### config.mk
export PLATFORM = sky130hd
export DESIGN_NAME = sample_fifo
export DESIGN_NICKNAME = d
export VERILOG_FILES = /design/src/rtl/fir_pkg.sv /design/src/rtl/fifo_mem.sv /design/src/rtl/sample_fifo.sv
export SDC_FILE = /design/constraint.sdc
export NUM_CORES = 1
export LEC_CHECK = 0
export ABC_CLOCK_PERIOD_IN_PS = 5660
export CAP_MARGIN = 5
export CORE_ASPECT_RATIO = 1.4
export CORE_UTILIZATION = 34
export DETAILED_ROUTE_END_ITERATION = 8
export SLEW_MARGIN = 20
export SYNTH_ARGS = -nofsm -noshare
export SYNTH_HDL_FRONTEND = slang
export SYNTH_SLANG_ARGS = --single-unit
### constraint.sdc
create_clock -name clk -period 5.66 [get_ports clk]
set_input_delay 1.132 -clock clk [delete_from_list [all_inputs] [get_ports clk]]
set_output_delay 1.132 -clock clk [all_outputs]
set_load 0.01 [all_outputs]
### src/rtl/fir_pkg.sv
// Constants and helpers shared by the FIR datapath and its sample buffering.
package fir_pkg;

    localparam int SAMPLE_W   = 16;
    localparam int FIFO_DEPTH = 16;

    // Ceiling log2, usable in parameter and port declarations.
    function automatic int clog2(input int value);
        int result;
        int remaining;
        result    = 0;
        remaining = value - 1;
        while (remaining > 0) begin
            result    = result + 1;
            remaining = remaining >> 1;
        end
        return result;
    endfunction

endpackage

### src/rtl/fifo_mem.sv
// Sample storage: DEPTH x DATA_W register array, one synchronous write port
// and one asynchronous read port.
module fifo_mem
    import fir_pkg::*;
#(
    parameter int DATA_W = SAMPLE_W,
    parameter int DEPTH  = FIFO_DEPTH
) (
    input  logic                     clk,
    input  logic                     wr_en_i,
    input  logic [clog2(DEPTH)-1:0]  wr_addr_i,
    input  logic [DATA_W-1:0]        wr_data_i,
    input  logic [clog2(DEPTH)-1:0]  rd_addr_i,
    output logic [DATA_W-1:0]        rd_data_o
);

    logic [DATA_W-1:0] mem_q [DEPTH];

    // Contents are deliberately not reset; pointers alone define validity.
    always_ff @(posedge clk) begin
        if (wr_en_i) begin
            mem_q[wr_addr_i] <= wr_data_i;
        end
    end

    assign rd_data_o = mem_q[rd_addr_i];

endmodule

### src/rtl/sample_fifo.sv
// Single-clock sample FIFO with fill count, threshold flags, sticky error
// flags, synchronous flush and selectable registered / FWFT read.
module sample_fifo
    import fir_pkg::*;
#(
    parameter int DATA_W   = SAMPLE_W,
    parameter int DEPTH    = FIFO_DEPTH,
    parameter int AF_LEVEL = DEPTH - 2,
    parameter int AE_LEVEL = 2,
    parameter int FWFT     = 0
) (
    input  logic                    clk,
    input  logic                    rst_n,
    input  logic                    clr,
    input  logic                    wr_en,
    input  logic [DATA_W-1:0]       wr_data,
    output logic                    full,
    output logic                    almost_full,
    input  logic                    rd_en,
    output logic [DATA_W-1:0]       rd_data,
    output logic                    rd_valid,
    output logic                    empty,
    output logic                    almost_empty,
    output logic [clog2(DEPTH):0]   count,
    output logic                    overflow,
    output logic                    underflow
);

    localparam int AW = clog2(DEPTH);
    localparam int CW = AW + 1;

    localparam logic [CW-1:0] DEPTH_C = CW'(DEPTH);
    localparam logic [CW-1:0] AF_C    = CW'(AF_LEVEL);
    localparam logic [CW-1:0] AE_C    = CW'(AE_LEVEL);

    generate
        if ((DEPTH < 2) || ((DEPTH & (DEPTH - 1)) != 0)) begin : g_bad_depth
            $error("sample_fifo: DEPTH must be a power of two and at least 2");
        end
        if (!((AE_LEVEL > 0) && (AE_LEVEL < AF_LEVEL) && (AF_LEVEL <= DEPTH))) begin : g_bad_levels
            $error("sample_fifo: thresholds must satisfy 0 < AE_LEVEL < AF_LEVEL <= DEPTH");
        end
    endgenerate

    logic [CW-1:0]     wr_ptr_q, wr_ptr_d;
    logic [CW-1:0]     rd_ptr_q, rd_ptr_d;
    logic [CW-1:0]     count_q, count_d;
    logic              full_q, full_d;
    logic              af_q, af_d;
    logic              empty_q, empty_d;
    logic              ae_q, ae_d;
    logic              ovf_q, ovf_d;
    logic              unf_q, unf_d;
    logic              wr_acc;
    logic              rd_acc;
    logic [DATA_W-1:0] mem_rd;

    // Flush wins over traffic: neither side is accepted nor flagged.
    always_comb begin
        wr_acc   = wr_en & ~full_q & ~clr;
        rd_acc   = rd_en & ~empty_q & ~clr;
        wr_ptr_d = wr_ptr_q + {{AW{1'b0}}, wr_acc};
        rd_ptr_d = rd_ptr_q + {{AW{1'b0}}, rd_acc};
        ovf_d    = ovf_q | (wr_en & full_q);
        unf_d    = unf_q | (rd_en & empty_q);
        if (clr) begin
            wr_ptr_d = '0;
            rd_ptr_d = '0;
            ovf_d    = 1'b0;
            unf_d    = 1'b0;
        end
        count_d = wr_ptr_d - rd_ptr_d;
        full_d  = (count_d == DEPTH_C);
        af_d    = (count_d >= AF_C);
        empty_d = (count_d == '0);
        ae_d    = (count_d <= AE_C);
    end

    always_ff @(posedge clk or negedge rst_n) begin
        if (!rst_n) begin
            wr_ptr_q <= '0;
            rd_ptr_q <= '0;
            count_q  <= '0;
            full_q   <= 1'b0;
            af_q     <= 1'b0;
            empty_q  <= 1'b1;
            ae_q     <= 1'b1;
            ovf_q    <= 1'b0;
            unf_q    <= 1'b0;
        end else begin
            wr_ptr_q <= wr_ptr_d;
            rd_ptr_q <= rd_ptr_d;
            count_q  <= count_d;
            full_q   <= full_d;
            af_q     <= af_d;
            empty_q  <= empty_d;
            ae_q     <= ae_d;
            ovf_q    <= ovf_d;
            unf_q    <= unf_d;
        end
    end

    fifo_mem #(
        .DATA_W (DATA_W),
        .DEPTH  (DEPTH)
    ) u_mem (
        .clk       (clk),
        .wr_en_i   (wr_acc),
        .wr_addr_i (wr_ptr_q[AW-1:0]),
        .wr_data_i (wr_data),
        .rd_addr_i (rd_ptr_q[AW-1:0]),
        .rd_data_o (mem_rd)
    );

    generate
        if (FWFT != 0) begin : g_fwft
            // Head word is presented directly; zero while empty so reset reads 0.
            assign rd_data  = empty_q ? '0 : mem_rd;
            assign rd_valid = ~empty_q;
        end else begin : g_std
            logic [DATA_W-1:0] rd_data_q, rd_data_d;
            logic              rd_valid_q, rd_valid_d;

            always_comb begin
                rd_data_d  = rd_data_q;
                rd_valid_d = rd_acc;
                if (rd_acc) begin
                    rd_data_d = mem_rd;
                end
            end

            always_ff @(posedge clk or negedge rst_n) begin
                if (!rst_n) begin
                    rd_data_q  <= '0;
                    rd_valid_q <= 1'b0;
                end else begin
                    rd_data_q  <= rd_data_d;
                    rd_valid_q <= rd_valid_d;
                end
            end

            assign rd_data  = rd_data_q;
            assign rd_valid = rd_valid_q;
        end
    endgenerate

    assign full         = full_q;
    assign almost_full  = af_q;
    assign empty        = empty_q;
    assign almost_empty = ae_q;
    assign count        = count_q;
    assign overflow     = ovf_q;
    assign underflow    = unf_q;

endmodule

# Word level (Yosys, flattened, before mapping)
# Memories as Yosys holds them, arrays and structs flattened. A register that Yosys moved wholly into a read port is not among the register bits.
# Cells that the tools add are included.
[classes]
addsub = 3
n_mul = 0
div = 0
magnitude_cmp = 2
eq_ne = 1
shift = 0
n_mux = 6
bitwise_logic = 11
n_reduce_logical = 2
[op_table]
columns = ["operator", "n"]
rows = [
  ["$add A5 B1 Y5", 2],
  ["$mux W5", 2],
  ["$and A1 B1 Y1", 6],
  ["$eq A5 B5 Y1 const B", 1],
  ["$ge A5 B4 Y1 const B", 1],
  ["$le A5 B2 Y1 const B", 1],
  ["$logic_not A5 Y1", 1],
  ["$sub A5 B5 Y5", 1],
  ["$mux W1", 4],
  ["$not A1 Y1", 3],
  ["$or A1 B1 Y1", 2],
  ["$logic_not A1 Y1", 1],
]
[totals]
register_bits = 22
latch_bits = 0
ram_bits = 256
romBits = 0
in_bits = 21
elab_cells = 36
mem_count = 1
[mem_list]
columns = ["memory", "depth", "width", "read_ports", "rd_clocked_by_memory_dff", "wr", "line_no", "text"]
rows = [
  ["u_mem.mem_q", 16, 16, 1, 1, 1, "fifo_mem.sv:17", "logic [DATA_W-1:0] mem_q [DEPTH];"],
]

# Depth between registers and ports, before layout
[logic_depth]
word_depth = 7
ltp_mapped = 13

# Hierarchy
# From an unflattened synthesis, not the netlist that was laid out.
[hier_totals]
hier_cells = 528
area_unflattened_um2 = 11334.6
[by_module_without_submodules]
columns = ["module", "instances", "cells_per_inst", "area_per_inst_um2", "seq_area_each_um2"]
rows = [
  ["fifo_mem", 1, 416, 9723.1, 7687.4],
  ["sample_fifo", 1, 112, 1611.5, 953.4],
]

# Worst setup path after synthesis
# No wires, ideal clock.
[synth_timing]
path_kind = "input to register"
startpoint = "input port clr"
endpoint = "register ae_q, in the netlist almost_empty"
t_arrival_ns = 3.740
required_time_ns = 5.555
setup_slack_ns = 1.816
path_stages = 13
path_buffers = 2
cell_sequence = "or3b_2 > buf_2 > buf_2 > inv_1 > ha_1 > ha_1 > xor2_1 > nand2b_1 > ha_1 > a21o_1 > a21oi_1 > xor3_1 > a2111oi_2"
[synth_via]
elab_chain_len = 6
word_cells_on_any_way = 9
cone_classes = "add/sub (3); order compare (1); mux (2); bitwise (3)"
[synth_rtl]
columns = ["item", "line_no", "text"]
rows = [
  ["from (decl)", "sample_fifo.sv:14", "input logic clr,"],
  ["$not A1 Y1", "sample_fifo.sv:61", "rd_acc = rd_en & ~empty_q & ~clr;"],
  ["$and A1 B1 Y1", "sample_fifo.sv:61", ""],
  ["named net g_std.rd_valid_d", "sample_fifo.sv:122", "logic rd_valid_q, rd_valid_d;"],
  ["$add A5 B1 Y5", "sample_fifo.sv:63", "rd_ptr_d = rd_ptr_q + {{AW{1'b0}}, rd_acc};"],
  ["$mux W5", "sample_fifo.sv:66", "if (clr) begin"],
  ["$sub A5 B5 Y5", "sample_fifo.sv:72", "count_d = wr_ptr_d - rd_ptr_d;"],
  ["named net count_d[4]", "sample_fifo.sv:47", "logic [CW-1:0] count_q, count_d;"],
  ["$le A5 B2 Y1", "sample_fifo.sv:76", "ae_d = (count_d <= AE_C);"],
  ["named net ae_d", "sample_fifo.sv:51", "logic ae_q, ae_d;"],
  ["to (signal assigned)", "sample_fifo.sv:87", "ae_q <= 1'b1;"],
  ["to (signal assigned)", "sample_fifo.sv:97", "ae_q <= ae_d;"],
  ["to (decl)", "sample_fifo.sv:51", ""],
]
# The timed path passes the listed nets, and every way through them passes these cells.

# Final worst setup path
[layout_timing]
startpoint = "input port clr"
endpoint = "register full_q, in the netlist full"
[layout_via]
elab_chain_len = 6
word_cells_on_any_way = 9
cone_classes = "add/sub (3); eq/ne (1); mux (2); bitwise (3)"
[layout_rtl]
columns = ["item", "line_no", "text"]
rows = [
  ["$not A1 Y1", "sample_fifo.sv:61", ""],
  ["$and A1 B1 Y1", "sample_fifo.sv:61", ""],
  ["named net g_std.rd_valid_d", "sample_fifo.sv:122", ""],
  ["$add A5 B1 Y5", "sample_fifo.sv:63", ""],
  ["$mux W5", "sample_fifo.sv:66", ""],
  ["$sub A5 B5 Y5", "sample_fifo.sv:72", ""],
  ["named net count_d[4]", "sample_fifo.sv:47", ""],
  ["$eq A5 B5 Y1", "sample_fifo.sv:73", "full_d = (count_d == DEPTH_C);"],
  ["named net full_d", "sample_fifo.sv:48", "logic full_q, full_d;"],
  ["to (signal assigned)", "sample_fifo.sv:94", "full_q <= full_d;"],
  ["to (decl)", "sample_fifo.sv:48", ""],
]
# The timed path passes the listed nets, and every way through them passes these cells.

==> results.sh <==
export IMPL_hp_class="reg -> reg"
export IMPL_fp_dieH_um=219
export IMPL_fin_skew_ns=0.00564
export IMPL_min_period_ns=4.33
export IMPL_cts_hold_buffers_added=0
export IMPL_cap_violations=0
export IMPL_fin_util=0.401
export IMPL_layout_drive_gt1_share=0.228
export IMPL_final_common_cell="edfxtp_1"
export IMPL_antenna_found_initial=1
export IMPL_grt_max_degree=55
export IMPL_crit_type="in -> reg"
export IMPL_drtAntennaViolNets=0
export IMPL_die_area_sq_um=34400
export IMPL_synth_seq_cells=294
export IMPL_htree_levels=1
export IMPL_cp_required_ns=6.07
export IMPL_leakage_nw=4.36
export IMPL_synth_cells=558
export IMPL_cpMaxStageDelayCell="or3b_2"
export IMPL_max_freq_ghz=0.231
export IMPL_clk_latency_ns=0.54
export IMPL_ir_drop_v=0.000145
export IMPL_critical_path_arrival_ns=4.74
export IMPL_tightest_slew_ns=1.00
export IMPL_vias_per_cell=5.01
export IMPL_cpPeakStageDelay_ns=0.75
export IMPL_end_kind="flop"
export IMPL_post_drt_wl_per_cell_um=21.6
export IMPL_initial_core_util=0.344
export IMPL_power_density_nw_per_um2=360
export IMPL_status="completed"
export IMPL_drt_iter0_markers=438
export IMPL_first_pass_iters=5
export IMPL_rows=79
export IMPL_cp_start_kind="input port"
export IMPL_core_region_area_sq_um=33200
export IMPL_area_growth_pct=16.3
export IMPL_grt_pass1_wl_um=35800
export IMPL_synthArstFlopShare=0.129
export IMPL_syn_nets=588
export IMPL_grt_overflow_total=0
export IMPL_die_x_um=157
export IMPL_rsz0062_at_grt="no"
export IMPL_grt_pass1_vias=5787
export IMPL_relSlewSlack=0.329
export IMPL_fin_crit_sh=0.764
export IMPL_ys_flop_type="edfxtp_1"
export IMPL_cts_made_buffers=25
export IMPL_clk_pin_slew_ns=0.07
export IMPL_tns_ns=0
export IMPL_cts_tree="built"
export IMPL_synth_cell_types=47
export IMPL_crit_chain="clkdlybuf4s50_1 > buf_4 > or3b_2 > inv_1 > ha_1 > ha_1 > xor2_1 > nand2b_1 > ha_1 > a21o_1 > a21oi_1 > xor3_1 > nor4b_1"
export IMPL_synth_avg_cell_area_sq_um=20.5
export IMPL_cts_setup_buffers=0
export IMPL_vias=5462
export IMPL_finalHoldViolations=0
export IMPL_clock_sinks=294
export IMPL_cts_resized=0
export IMPL_timing_critical_path_mode_cell="ha_1"
export IMPL_mostFrequentLayoutCells="256 x edfxtp_1, 52 x mux4_2, 47 x clkdlybuf4s50_1, 33 x dfrtp_1, 25 x clkbuf_16"
export IMPL_cts_buffer_depth=3
export IMPL_synth_edff_count=256
export IMPL_gp_congestion=0.759
export IMPL_drv_slew=0
export IMPL_cp_max_fo=19
export IMPL_drc=0
export IMPL_wirelength_um=23500
export IMPL_netlist_area_sq_um=11400
export IMPL_hpwl_um=13800
export IMPL_track_usage=0.144
export IMPL_ios=49
export IMPL_ys_warn_count=0
export IMPL_fin_total_pwr_mw=4.79
export IMPL_portBuffers=48
export IMPL_cts_root_buf="clkbuf_16"
export IMPL_finalNetCount=656
export IMPL_synth_seq_area_share=0.755
export IMPL_setup_violations=0
[where the power goes]
group / switching (mW) / internal (mW)
sequential: 0.0855 / 2.46
clock: 0.732 / 0.946
combinational: 0.240 / 0.328
[final timing paths]
path	slack [ns]	startpoint	depth (start not counted)	to
worst min-delay path	0.50	underflow	2	underflow
max in group asynchronous	4.21	rst_n	1	rd_ptr_q[3]
worst max register to register	2.06	empty	11	full
worst min register to register	0.50	underflow	2	underflow
worst max-delay path	1.33	clr	13	full
min in group asynchronous	0.75	rst_n	1	count[0]
[metal layers]
layer  track usage  wire, um
met1         0.174      9220
met5             0         0
met3        0.0221      1070
met2         0.256     12500
met4        0.0605       765
[critical path: cells and delay by family]
family / cells / cell delay [ns]
AO/OA/AOI/OAI: 2 / 0.36
XOR/XNOR: 2 / 0.49
adder cells (fa/ha/maj): 3 / 0.72
buffers and inverters: 3 / 0.82
AND/OR/NAND/NOR: 3 / 1.19
[stage by stage]
step	std cells	hold slack (ns)	setup WS, ns	area (sq um)
finish	1090	0.496	1.33	13300
detailed placement	1044	0.488	0.802	12500
global placement	1044	0.480	0.978	12500
floorplan	558	0.515	1.82	11400
global route	1089	0.528	1.06	13300
CTS	1089	0.506	1.37	13300
[cell usage after synthesis (2+ instances only)]
| master | count | area, sq um |
|---|---|---|
| a21o_1 | 2 | 15.0 |
| a21oi_1 | 17 | 85.1 |
| a221o_1 | 13 | 130 |
| a22oi_1 | 4 | 30.0 |
| buf_2 | 11 | 55.1 |
| buf_4 | 2 | 15.0 |
| buf_6 | 3 | 33.8 |
| clkbuf_1 | 10 | 37.5 |
| dfrtp_1 | 36 | 901 |
| dfstp_2 | 2 | 52.6 |
| edfxtp_1 | 256 | 7690 |
| ha_1 | 8 | 100 |
| inv_1 | 20 | 75.1 |
| mux2_2 | 15 | 169 |
| mux2i_1 | 9 | 90.1 |
| mux4_1 | 8 | 210 |
| mux4_2 | 52 | 1170 |
| nand2_1 | 3 | 11.3 |
| nand2b_1 | 7 | 43.8 |
| nand3_1 | 5 | 25.0 |
| nand3b_1 | 2 | 15.0 |
| nor2_1 | 21 | 78.8 |
| nor2b_1 | 7 | 43.8 |
| nor3_1 | 4 | 20.0 |
| o21ai_0 | 13 | 65.1 |
| o31ai_1 | 2 | 15.0 |
| or3b_2 | 2 | 17.5 |
| xnor2_1 | 2 | 17.5 |
| xor2_1 | 4 | 35.0 |
[state kept, by name, indices dropped and copies added (netlist names), 5 cells and up]
signal and cells:
rd_ptr_q 5, count 5, wr_ptr_q 5, u_mem.mem_q 256, rd_data 16
[area by class of cell]
| type | instances | area, sq um |
|---|---|---|
| fill | 2976 | 19900 |
| sequential | 294 | 8650 |
| multi-input combinational | 216 | 2600 |
| clock buffer | 36 | 697 |
| timing repair buffer | 69 | 633 |
| tap | 445 | 557 |
| clock inverter | 9 | 96.3 |
| inverter | 20 | 75.1 |
| antenna | 1 | 2.50 |
[logic make-up (layout without fill, tap and decap cells)]
| logic type | Yosys count | after routing | synth area share |
|---|---|---|---|
| AO/OA/AOI/OAI | 58 | 58 | 0.0351 |
| XOR/XNOR | 7 | 7 | 0.00667 |
| adder cells (fa/ha/maj) | 9 | 9 | 0.0105 |
| buffers and inverters | 48 | 134 | 0.0210 |
| flip-flops | 294 | 294 | 0.755 |
| multiplexers | 85 | 85 | 0.145 |
| other | 0 | 1 | 0 |
| AND/OR/NAND/NOR | 57 | 57 | 0.0268 |
No activity file was read; power rests on OpenSTA's default activity.
